$ cat config.mk
export PLATFORM = sky130hd
export DESIGN_NAME = marsohod2_wb_gpio
export DESIGN_NICKNAME = d
export VERILOG_FILES = /design/src/rtl/marsohod2_wb_gpio.sv
export SDC_FILE = /design/constraint.sdc
export NUM_CORES = 1
export LEC_CHECK = 0
export ABC_AREA = 1
export CORE_MARGIN = 3
export CORE_UTILIZATION = 44
export DETAILED_ROUTE_END_ITERATION = 7
export PLACE_DENSITY = 0.78
export SYNTH_ARGS = -nofsm -noshare
export SYNTH_HDL_FRONTEND = slang
export SYNTH_SLANG_ARGS = --single-unit
$ cat constraint.sdc
create_clock -name clock -period 1.9 [get_ports clock]
set_input_delay 0.475 -clock clock [delete_from_list [all_inputs] [get_ports clock]]
set_output_delay 0.475 -clock clock [all_outputs]
set_load 0.02 [all_outputs]
$ cat src/rtl/marsohod2_wb_gpio.sv
// Wishbone classic GPIO slave for the Marsohod2 board: LEDs, 8-bit IO header with direction
// control, and a debounced KEY1 with sticky press flag driving irq_o.
module marsohod2_wb_gpio #(
    parameter int          DEBOUNCE_CYCLES = 240000,
    parameter int          CNT_W           = 18,
    parameter logic [3:0]  LED_RESET       = 4'h0
) (
    input  logic        clock,
    input  logic        reset_n,
    input  logic [3:0]  wb_adr_i,
    input  logic [31:0] wb_dat_i,
    input  logic [3:0]  wb_sel_i,
    input  logic        wb_we_i,
    input  logic        wb_stb_i,
    input  logic        wb_cyc_i,
    output logic [31:0] wb_dat_o,
    output logic        wb_ack_o,
    output logic [3:0]  led_o,
    output logic [7:0]  io_o,
    output logic [7:0]  io_oe,
    input  logic [7:0]  io_i,
    input  logic        key1_i,
    output logic        irq_o
);

    localparam logic [1:0] REG_LED    = 2'd0;
    localparam logic [1:0] REG_IO_OUT = 2'd1;
    localparam logic [1:0] REG_IO_DIR = 2'd2;
    localparam logic [1:0] REG_STATUS = 2'd3;
    localparam logic [CNT_W-1:0] CNT_LAST = CNT_W'(DEBOUNCE_CYCLES - 1);

    logic              r_ack;
    logic [31:0]       r_dat;
    logic [3:0]        r_led;
    logic [7:0]        r_io_out;
    logic [7:0]        r_io_dir;
    logic [7:0]        r_io_s1;
    logic [7:0]        r_io_s2;
    logic              r_key_s1;
    logic              r_key_s2;
    logic              r_key_lvl;
    logic              r_key_evt;
    logic [CNT_W-1:0]  r_cnt;

    logic              w_req;
    logic              w_wr;
    logic              w_sel0_wr;
    logic              w_ks_ne;
    logic              w_deb_done;
    logic              w_press;
    logic              w_w1c;
    logic [31:0]       w_rdata;
    logic              w_unused;

    assign w_req      = wb_cyc_i & wb_stb_i & ~r_ack;
    assign w_wr       = w_req & wb_we_i;
    assign w_sel0_wr  = w_wr & wb_sel_i[0];
    assign w_ks_ne    = r_key_s2 != r_key_lvl;
    assign w_deb_done = w_ks_ne && (r_cnt == CNT_LAST);
    assign w_press    = w_deb_done & ~r_key_s2;
    assign w_w1c      = w_wr && (wb_adr_i[3:2] == REG_STATUS) && wb_sel_i[1] && wb_dat_i[9];
    assign w_unused   = ^{wb_adr_i[1:0], wb_sel_i[3:2], wb_dat_i[31:10]};

    always_comb begin
        w_rdata = 32'd0;
        case (wb_adr_i[3:2])
            REG_LED:    w_rdata = {28'd0, r_led};
            REG_IO_OUT: w_rdata = {24'd0, r_io_out};
            REG_IO_DIR: w_rdata = {24'd0, r_io_dir};
            REG_STATUS: w_rdata = {22'd0, r_key_evt, r_key_lvl, r_io_s2};
            default:    w_rdata = 32'd0;
        endcase
    end

    always_ff @(posedge clock) begin
        if (!reset_n) begin
            r_ack    <= 1'b0;
            r_dat    <= 32'd0;
            r_led    <= LED_RESET;
            r_io_out <= 8'd0;
            r_io_dir <= 8'd0;
        end else begin
            r_ack <= w_req;
            r_dat <= (w_req && !wb_we_i) ? w_rdata : 32'd0;
            if (w_sel0_wr && wb_adr_i[3:2] == REG_LED)    r_led    <= wb_dat_i[3:0];
            if (w_sel0_wr && wb_adr_i[3:2] == REG_IO_OUT) r_io_out <= wb_dat_i[7:0];
            if (w_sel0_wr && wb_adr_i[3:2] == REG_IO_DIR) r_io_dir <= wb_dat_i[7:0];
        end
    end

    // Synchronizers reset to 1 so a released key (active-low) is seen right after reset.
    always_ff @(posedge clock) begin
        if (!reset_n) begin
            r_io_s1  <= 8'hFF;
            r_io_s2  <= 8'hFF;
            r_key_s1 <= 1'b1;
            r_key_s2 <= 1'b1;
        end else begin
            r_io_s1  <= io_i;
            r_io_s2  <= r_io_s1;
            r_key_s1 <= key1_i;
            r_key_s2 <= r_key_s1;
        end
    end

    always_ff @(posedge clock) begin
        if (!reset_n) begin
            r_key_lvl <= 1'b1;
            r_cnt     <= '0;
        end else if (!w_ks_ne) begin
            r_cnt <= '0;
        end else if (w_deb_done) begin
            r_key_lvl <= r_key_s2;
            r_cnt     <= '0;
        end else begin
            r_cnt <= r_cnt + 1'b1;
        end
    end

    // A press on the same edge as a W1C keeps the flag set.
    always_ff @(posedge clock) begin
        if (!reset_n)      r_key_evt <= 1'b0;
        else if (w_press)  r_key_evt <= 1'b1;
        else if (w_w1c)    r_key_evt <= 1'b0;
    end

    assign wb_ack_o = r_ack;
    assign wb_dat_o = r_dat;
    assign led_o    = r_led;
    assign io_o     = r_io_out;
    assign io_oe    = r_io_dir;
    assign irq_o    = r_key_evt;

endmodule

# Yosys cells after proc, flatten, opt, wreduce, memory -nomap -nowiden
# Cells that the tools add are included.
[classes]
n_eq_ne = 5
muxes = 3
n_addsub = 1
bitwise = 9
n_reduce_logical = 14
[ops]
columns = ["operator", "n"]
rows = [
  ["$pmux 32 s4", 1],
  ["$add 18x1->18 const B", 1],
  ["$eq 18x18->1 const B", 1],
  ["$logic_and 1x1->1", 8],
  ["$and 1x1->1", 5],
  ["$eq 2x2->1 const B", 2],
  ["$not 1->1", 4],
  ["$reduce_and 2->1", 2],
  ["$reduce_or 3->1", 1],
  ["$eq 2x1->1 const B", 1],
  ["$logic_not 2->1", 1],
  ["$mux 1", 2],
  ["$reduce_bool 2->1", 1],
  ["$logic_not 1->1", 1],
  ["$ne 1x1->1", 1],
]
[totals]
in_bits = 54
output_inout_bits = 54
ff_bits = 91
elab_cells = 44

# Longest topological paths before layout
# Gate-level depths: netlist (run 1).
[depth]
depth_word = 8
mapped_depth = 9

# Least setup slack after synthesis (run 1)
# No wires, ideal clock.
[synth_path]
kind = "register to register"
from = "register r_cnt[0]"
to = "register r_cnt[9]"
synth_period_minus_slack_ns = 1.391
path_slack_ns = 0.509
arrival_ns = 1.277
path_stages_with_launch = 8
t_required_ns = 1.785
setup_ns = 0.115
cell_sequence = "dfxtp_1 ha_1 nand2_2 nor3_4 nand3_2 nand3_4 buf_8 nor2_1"
[synth_between]
elab_chain_len = 3
word_cells_on_any_way = 4
cone_classes = "1 x add/sub; 1 x eq/ne; 2 x reduce/logical"
[synth_rtl]
columns = ["element", "line_no", "source"]
rows = [
  ["start, declared", "43", "logic [CNT_W-1:0] r_cnt;"],
  ["start signal, assigned", "116", "r_cnt <= r_cnt + 1'b1;"],
  ["branches (longest 3 deep; another with $add 18x1->18)", "--", ""],
]
# Parallel ways; which one is timed is not known.
# A chain may end at the register's enable or synchronous reset.

# Worst setup path in the final report (run 1)
[layout_path]
from = "register r_key_evt (netlist: irq_o)"
to = "output irq_o"
[layout_lines]
columns = ["element", "line_no", "source"]
rows = [
  ["start, declared", "42", "logic r_key_evt;"],
  ["start signal, assigned", "122", "if (!reset_n) r_key_evt <= 1'b0;"],
  ["start signal, assigned", "123", "else if (w_press) r_key_evt <= 1'b1;"],
  ["start signal, assigned", "124", "else if (w_w1c) r_key_evt <= 1'b0;"],
  ["end, declared", "23", "output logic irq_o"],
]
# No word-level cell between the ends.

==> results of run 1 <==
[state kept, by name, indices dropped and copies added, names as in the netlist]
register	count
r_key_s1	1
r_key_s2	1
r_key_lvl	1
r_io_s1	8
io_o	8
irq_o	1
r_io_s2	8
wb_dat_o	10
wb_ack_o	1
r_cnt	18
led_o	4
io_oe	8
[worst register-to-register path: stages (launching register included)]
cell and delay [ns]:
dfxtp_1 0.41, ha_1 0.23, nand2_2 0.11, nor3_4 0.24
nand3_2 0.14, nand3_4 0.19, a21oi_1 0.08
[power groups by stage]
stage	registers, mW	logic [mW]	clock network [mW]
after floorplan	1.52	0.144	0
after global placement	1.51	0.239	0
after detailed placement	1.52	0.243	0
after CTS	1.48	0.244	1.21
after global routing	1.48	0.266	1.27
final	1.48	0.245	1.18
[cell families after synthesis]
group,Yosys count,share of synthesized area [%]
compound gates,55,10.5
xor+xnor,10,3.03
fa+ha+maj,1,0.433
buf+inv,70,12.9
flops,69,47.9
other cells,1,0.130
simple gates,145,25.1
[metrics by stage]
step	utilization, %	hold WS [ns]	setup slack [ns]
floorplan	-	0.393	0.509
global placement	58.9	0.396	-0.139
detailed placement	58.9	0.400	-0.158
CTS	62.1	0.422	0.0481
global route	62.1	0.432	0.0110
finish	62.1	0.421	0.0609
[cell usage in the layout (no fill, tap or decap), types with 3 or more instances in the layout]
master           count
nand2_1             50
or2_2               17
dfxtp_1             69
clkdlybuf4s50_1     58
nor2_4               5
buf_4               20
xor2_1               5
inv_1               39
conb_1              22
a221oi_1             4
nor2_1              45
xnor2_1              5
o21ai_0             21
inv_8                3
nand4_1              5
nand3_1              6
a21oi_1             26
nor3_1               3
nand2_2              5
a41oi_1              3
clkbuf_8             9
[final timing paths]
kind | end | cells after the start | startpoint
worst max-delay path | irq_o | 1 | irq_o
worst min-delay path | r_io_s2[7] | 1 | r_io_s1[7]
worst max register to register | r_cnt[11] | 6 | r_cnt[0]
worst min register to register | r_io_s2[7] | 1 | r_io_s1[7]
[layout make-up]
class / instances / area [um2]
clock buffers: 9 / 124
flip-flops and latches: 69 / 1380
inverters: 41 / 154
repair buffers: 80 / 771
multi-input cells: 233 / 1210
fillers: 515 / 2320
well taps: 75 / 93.8
clock inverters: 7 / 75.1
[routing by layer]
| metal | GRT usage, % | share of wire, % | vias to the layer above |
|---|---|---|---|
| li1 | - | - | 1239 |
| met1 | 22.1 | 43 | 1110 |
| met2 | 26.9 | 48 | 96 |
| met3 | 5.77 | 7.0 | 10 |
| met4 | 6.52 | 2.0 | 0 |
| met5 | 0 | 0 | - |
==> results.md, run 1 <==
* Synth top cells by count: dfxtp_1, nand2_1, nor2_1
* WL final at 6.41 mm
* I/O pin cnt at 108
* Die Ht at 87.0 um
* Fin. Hold Viols at 0
* CP arrival at 1.36 ns
* Logic pwr share at 8.4%
* Layout cells sized above 1 at 16.4%
* Router iterations before antenna repair at 4
* DRT iter0 DRCs at 122
* Row count at 28
* # setup viols final at 0
* CP Buf/Inv Count at 1
* R2R setup slack at 0.40 ns
* Starting Density at 47.1%
* Switching power total at 799 uW
* Yosys cell types at 33
* Total CTS buffers at 9
* Max cap viols at 0
* PD cells at 763 nW/um2
* Synth area leaders: dfxtp_1, nand2_1, nor2_1
* Final HPWL DP at 4.77 mm
* Die area at 7570 um2
* Post-CTS setup buffer count at 0
* Slowest CP cell: clkdlybuf4s50_1
* Clock buffer depth at 2
* Clock sinks at 69
* Area added between synthesis and finish at 32.0%
* H-tree lvl count at 3
* Synthesized instance count at 351
* Clock network power share at 40.6%
* GP Congestion at 0.859
* Vias at 2455
* Crit-path max FO at 3
* Vias in the first global route at 2165
* Largest net degree at the start of global routing at 24
* Post-route insts no fill at 514
* Final Max Tran Viols at 0
* Syn avg cell area at 8.22 um2
* Critical Path, Cell by Cell: clkdlybuf4s50_1
* Synth warn at 0
* Setup crit end kind: output pin
* Synthesized area at 2890 um2
* CTS tree: built
* CP required at 1.42 ns
* Leakage power at 1.38 nW
* Top delay family on crit path: buffers and inverters
* Setup CP Type: register to output pin
* RSZ-0062 raised after global routing: no
* Inst Count DP at 498
* DP Area at 3610 um2
* Area leader, netlist: dfxtp_1
* Total negative slack at 0 ns
* CP max stage delay at 0.66 ns
* Crit share post-route at 96.8%
* Top_reg_cell synth: dfxtp_1
* DR WL/cell at 12.5 um
* Post-synth ARST share at 0%
* Via-to-Cell Ratio at 4.78
* Worst-case vdd ir drop at 0.000682 V
* Post-synthesis sequential area ratio at 47.9%
* Number of synthesized register bits at 69
* First-pass GRT wire length at 9.97 mm
* Antenna violations before repair at 0
* Sw frac at 27.5%
* Yosys top cell area share at 47.9%
* Hold buffer count at CTS at 0
* Post-DRT Antenna Nets at 0
* Chip Width at 87.0 um
* DRC Markers at 0
* Final nets at 489
* Internal cell power at 2.11 mW
* Startpoint types: register
* Post-route cell area at 3810 um2
* CTS resizes at 0
* Final Skew at 0.00742 ns
* Root Driver: clkbuf_8
* Most common cell in the netlist: dfxtp_1
* Max Freq at 544 MHz
* GRT Util Overall at 17.3%
* Status: finished clean
* PortBufs at 58
* Total grt overflow at 0
* Fin crit period at 1.84 ns
* Clock insertion delay at the later pin of the skew report at 0.35 ns
* Placeable core area at 6130 um2
* Ant diodes at 0
* EDFF count, synth at 0
* Hold crit path type: register to register
* Seq pwr share at 51.0%
* Clock slew at reported path FFs at 0.09 ns
* Tot Pwr at 2.91 mW
(Power assumes the default switching activity.)
==> inputs of run 2 (changes only) <==
MAX_ROUTING_LAYER = met4   (was default)
==> run 2 against run 1 <==
Combinational power about the same. Critical path type unchanged. Sequential share of layout area stayed put. Largest power group unchanged. Non-clock buffer count did not move. Register-to-register slack barely moved. Clock power about the same. Die area unchanged. Fmax barely moved. Count of clock-buffer cells in the layout unchanged. Wire length is 0.42% lower. Sequential power about the same. Flip-flop and latch count did not move.
==> results.md, run 2 (same netlist as run 1, synthesis figures left out) <==
* Ant diodes at 0 (unchanged)
* Clock network power share at 40.6% (about the same)
* Clock slew at reported path FFs at 0.09 ns (about the same)
* Internal cell power at 2.11 mW (about the same)
* Fin. Hold Viols at 0 (unchanged)
* Commonest non-fill, non-tap cell in the layout: dfxtp_1
* I/O pin cnt at 108 (unchanged)
* Row count at 28 (unchanged)
* Critical Path, Cell by Cell: clkdlybuf4s50_1
* Via-to-Cell Ratio at 4.78 (about the same)
* Switching power total at 800 uW (+0.15%)
* WL final at 6.39 mm (-0.42%)
* Sw frac at 27.5% (+0.029 points)
* Post-route insts no fill at 514 (unchanged)
* Clock buffer depth at 2 (unchanged)
* Leakage power at 1.38 nW (unchanged)
* Placeable core area at 6130 um2 (unchanged)
* CP max stage delay at 0.66 ns (about the same)
* PortBufs at 58 (unchanged)
* H-tree lvl count at 3 (unchanged)
* Setup crit end kind: output pin
* Clock insertion delay at the later pin of the skew report at 0.35 ns (about the same)
* CTS tree: built
* Setup WS post-layout at 0.0615 ns (+0.000588 ns)
* Vias in the first global route at 2168 (+0.14%)
* Max cap viols at 0 (unchanged)
* Tot Pwr at 2.91 mW (about the same)
* Status: finished clean
* DP Area at 3610 um2 (unchanged)
* Final Skew at 0.00746 ns (+0.0000383 ns)
* RSZ-0062 raised after global routing: no
* Final nets at 489 (unchanged)
* PD cells at 763 nW/um2 (about the same)
* Starting Density at 47.1% (unchanged)
* Crit share post-route at 96.8% (about the same)
* Crit-path max FO at 3 (unchanged)
* Chip Width at 87.0 um (unchanged)
* Root Driver: clkbuf_8
* DRT iter0 DRCs at 129 (+5.7%)
* Slowest CP cell: clkdlybuf4s50_1
* Total grt overflow at 0 (unchanged)
* First-pass GRT wire length at 9.96 mm (about the same)
* Final HPWL DP at 4.77 mm (unchanged)
* Hold buffer count at CTS at 0 (unchanged)
* Fin crit period at 1.84 ns (-0.000588 ns)
* Final Max Tran Viols at 0 (unchanged)
* Max reg flops at 18 (unchanged)
* Setup slack at placement at -0.158 ns (unchanged)
* Post-route cell area at 3810 um2 (unchanged)
* CP Buf/Inv Count at 1 (unchanged)
* Die area at 7570 um2 (unchanged)
* Commonest cells after routing, fill and taps aside: dfxtp_1, clkdlybuf4s50_1, nand2_1
* CP required at 1.42 ns (about the same)
* Total CTS buffers at 9 (unchanged)
* Post-DRT Antenna Nets at 0 (unchanged)
* GRT Util Overall at 17.8% (+0.50 points)
* Setup CP Type: register to output pin
* Die Ht at 87.0 um (unchanged)
* Seq pwr share at 51.0% (about the same)
* CTS resizes at 0 (unchanged)
* Hold crit path type: register to register
* Top delay family on crit path: buffers and inverters
* Antenna violations before repair at 0 (unchanged)
* Area added between synthesis and finish at 32.0% (unchanged)
* R2R setup slack at 0.39 ns (about the same)
* Final Core Density at 62.1% (unchanged)
* # setup viols final at 0 (unchanged)
* Worst-case vdd ir drop at 0.000682 V (about the same)
* Startpoint types: register
* GP Congestion at 0.872 (+1.6%)
* Logic pwr share at 8.4% (about the same)
* Largest Register: r_cnt
* Post-CTS setup buffer count at 0 (unchanged)
* Router iterations before antenna repair at 4 (unchanged)
* Vias at 2456 (+0.041%)
* DR WL/cell at 12.4 um (-0.42%)
* Layout cells sized above 1 at 16.4% (unchanged)
* Max Freq at 544 MHz (about the same)
* DRC Markers at 0 (unchanged)
* Clock sinks at 69 (unchanged)
* Inst Count DP at 498 (unchanged)
* CP arrival at 1.36 ns (about the same)
* Largest net degree at the start of global routing at 24 (unchanged)
-- run 2: layout make-up --
cell class / count / area, um2
well taps: 75 / 93.8
inverters: 41 / 154
flip-flops and latches: 69 / 1380
clock buffers: 9 / 124
fillers: 515 / 2320
repair buffers: 80 / 771
multi-input cells: 233 / 1210
clock inverters: 7 / 75.1
-- run 2: through the flow --
| stage | hold slack (ns) | TNS, ns |
|---|---|---|
| after detailed placement | 0.400 | -1.69 |
| final | 0.421 | 0 |
| after CTS | 0.422 | 0 |
| after global placement | 0.396 | -0.802 |
| after floorplan | 0.393 | 0 |
| after global routing | 0.432 | 0 |
-- run 2: worst register-to-register path: cells and delay by family (launching register included) --
| family | cells | cell delay [ns] |
|---|---|---|
| and+or+nand+nor | 4 | 0.68 |
| adders and majority gates | 1 | 0.23 |
| DFF | 1 | 0.41 |
| AOI/OAI and AO/OA | 1 | 0.08 |
-- run 2: path summary, 6_finish.rpt --
kind         startpoint         end  cells after the start
max               irq_o       irq_o                      1
min reg2reg  r_io_s1[7]  r_io_s2[7]                      1
max reg2reg    r_cnt[0]   r_cnt[11]                      6
min          r_io_s1[7]  r_io_s2[7]                      1
-- run 2: metal layers --
layer / GRT usage [%] / share of wire [%]
met1: 22.1 / 44
met2: 26.9 / 47
met3: 5.77 / 6.2
met4: 6.52 / 2.0
met5: - / 0
-- run 2: power groups by stage --
stage	combinational, mW	sequential [mW]	clock (mW)
floorplan	0.144	1.52	0
global placement	0.239	1.51	0
detailed placement	0.243	1.52	0
CTS	0.244	1.48	1.21
global route	0.266	1.48	1.27
finish	0.245	1.48	1.18
==> inputs of run 3 (changes only) <==
CELL_PAD_IN_SITES_DETAIL_PLACEMENT = 1   (was default)
CELL_PAD_IN_SITES_GLOBAL_PLACEMENT = 1   (was default)
CORE_UTILIZATION = 31   (was 44)
PLACE_DENSITY = 0.77   (was 0.78)
SLEW_MARGIN = 5   (was default)
==> run 3 against run 2 <==
Register-to-register slack worse by 0.04 ns. Cell area decreased by 0.82%. Wire length up 17%. Fmax up 0.88%. Utilization down 20 points.
==> results.md, run 3 (same netlist as run 1, synthesis figures left out) <==
* CP arrival at 1.35 ns (about the same)
* Antenna violations before repair at 0 (unchanged)
* Leakage power at 1.33 nW (-3.7%)
* I/O pin cnt at 108 (unchanged)
* Largest Register: r_cnt
* Hold buffer count at CTS at 0 (unchanged)
* CP Buf/Inv Count at 1 (unchanged)
* Post-route cell area at 3780 um2 (-0.82%)
* Met3 usage at 3.25% (-2.5 points)
* DP Area at 3600 um2 (-0.24%)
* Via-to-Cell Ratio at 4.53 (-5.2%)
* Met2 usage at 25.1% (-1.8 points)
* Final nets at 484 (-1.0%)
* PD cells at 733 nW/um2 (-3.9%)
* Clock buffer depth at 2 (unchanged)
* Top delay family on crit path: buffers and inverters
* Final Core Density at 42.5% (-20 points)
* First-pass GRT wire length at 12.0 mm (+20%)
* Clock insertion delay at the later pin of the skew report at 0.33 ns (-0.02 ns)
* Crit share post-route at 95.9% (-0.84 points)
* # setup viols final at 0 (unchanged)
* Die area at 10500 um2 (+39%)
* CP required at 1.42 ns (about the same)
* Ant diodes at 0 (unchanged)
* Grt peak-use layer: met2
* Placeable core area at 8890 um2 (+45%)
* Total CTS buffers at 9 (unchanged)
* Vias in the first global route at 2536 (+17%)
* Setup crit end kind: output pin
* Die Ht at 102 um (+18%)
* Final HPWL DP at 5.77 mm (+21%)
* DRC Markers at 0 (unchanged)
* Commonest cells after routing, fill and taps aside: dfxtp_1, clkdlybuf4s50_1, nand2_1
* Critical Path, Cell by Cell: clkdlybuf4s50_1
* Fill cells at 1077 (+110%)
* PortBufs at 58 (unchanged)
* GP Congestion at 0.832 (-4.7%)
* Worst-case vdd ir drop at 0.000321 V (-53%)
* CTS tree: built
* Chip Width at 102 um (+18%)
* Clock slew at reported path FFs at 0.08 ns (about the same)
* M1 GR Usage at 18.2% (-3.9 points)
* Max Freq at 549 MHz (+0.88%)
* H-tree lvl count at 3 (unchanged)
* GRT Util Overall at 14.9% (-2.8 points)
* DRT iter0 DRCs at 91 (-29%)
* Vias at 2456 (unchanged)
* Post-CTS setup buffer count at 0 (unchanged)
* Total grt overflow at 0 (unchanged)
* Tot Pwr at 2.77 mW (-4.7%)
* Largest net degree at the start of global routing at 24 (unchanged)
* Post-DRT Antenna Nets at 0 (unchanged)
* CP max stage delay at 0.64 ns (-0.02 ns)
* Max reg flops at 18 (unchanged)
* Startpoint types: register
* DR WL/cell at 13.8 um (+11%)
* Row count at 34 (+21%)
* Fin. Hold Viols at 0 (unchanged)
* Max cap viols at 0 (unchanged)
* Slowest CP cell: clkdlybuf4s50_1
* Status: finished clean
* Layout cells sized above 1 at 15.4% (-0.96 points)
* Area added between synthesis and finish at 30.9%
* Root Driver: clkbuf_8
* RSZ-0062 raised after global routing: no
* Clock sinks at 69 (unchanged)
* Router iterations before antenna repair at 4 (unchanged)
* Final Max Tran Viols at 0 (unchanged)
* Crit-path max FO at 3 (unchanged)
* Commonest non-fill, non-tap cell in the layout: dfxtp_1
* Setup CP Type: register to output pin
* CTS resizes at 0 (unchanged)
* Fin crit period at 1.82 ns (-0.0160 ns)
* Hold crit path type: register to register
* WL final at 7.45 mm (+17%)
* Final Skew at 0.00633 ns (-0.00113 ns)
* Starting Density at 32.5% (-15 points)
## run 3: final cells by class
type                       count  area [um2]  area share (%)
clock buffer                   9         124            3.28
clock inverter                 7        52.6            1.39
inverter                      41         154            4.07
multi-input combinational    233        1210            32.1
sequential                    69        1380            36.6
tap                          108         135            3.58
timing repair buffer          75         721            19.1
## run 3: power by group
group	leakage [nW]	total, mW	switching, mW	internal, mW
Clock	0.0774	1.05	0.572	0.474
Sequential	0.561	1.48	0.0105	1.47
Combinational	0.694	0.242	0.132	0.110
Total	1.33	2.77	0.715	2.06
## run 3: worst paths after layout
check        startpoint         end  slack [ns]  depth (start not counted)
min reg2reg  r_io_s1[4]  r_io_s2[4]        0.42                          1
max            io_oe[1]    io_oe[1]        0.08                          1
min          r_io_s1[4]  r_io_s2[4]        0.42                          1
max reg2reg    r_cnt[0]   r_cnt[12]        0.35                          6
## run 3: stage by stage
step | setup TNS (ns) | cells | hold slack (ns) | setup slack [ns]
3_3_place_gp | -0.454 | 526 | 0.396 | -0.0839
5_1_grt | 0 | 542 | 0.433 | 0.0117
6_report | 0 | 542 | 0.418 | 0.0775
2_1_floorplan | 0 | 372 | 0.393 | 0.509
3_5_place_dp | -1.70 | 526 | 0.401 | -0.164
4_1_cts | 0 | 542 | 0.419 | 0.0497
## run 3: metal layers
layer,vias to the layer above,wire [um]
met3,6,362
met5,-,0
met1,1166,3280
met2,58,3750
met4,0,59
li1,1226,-
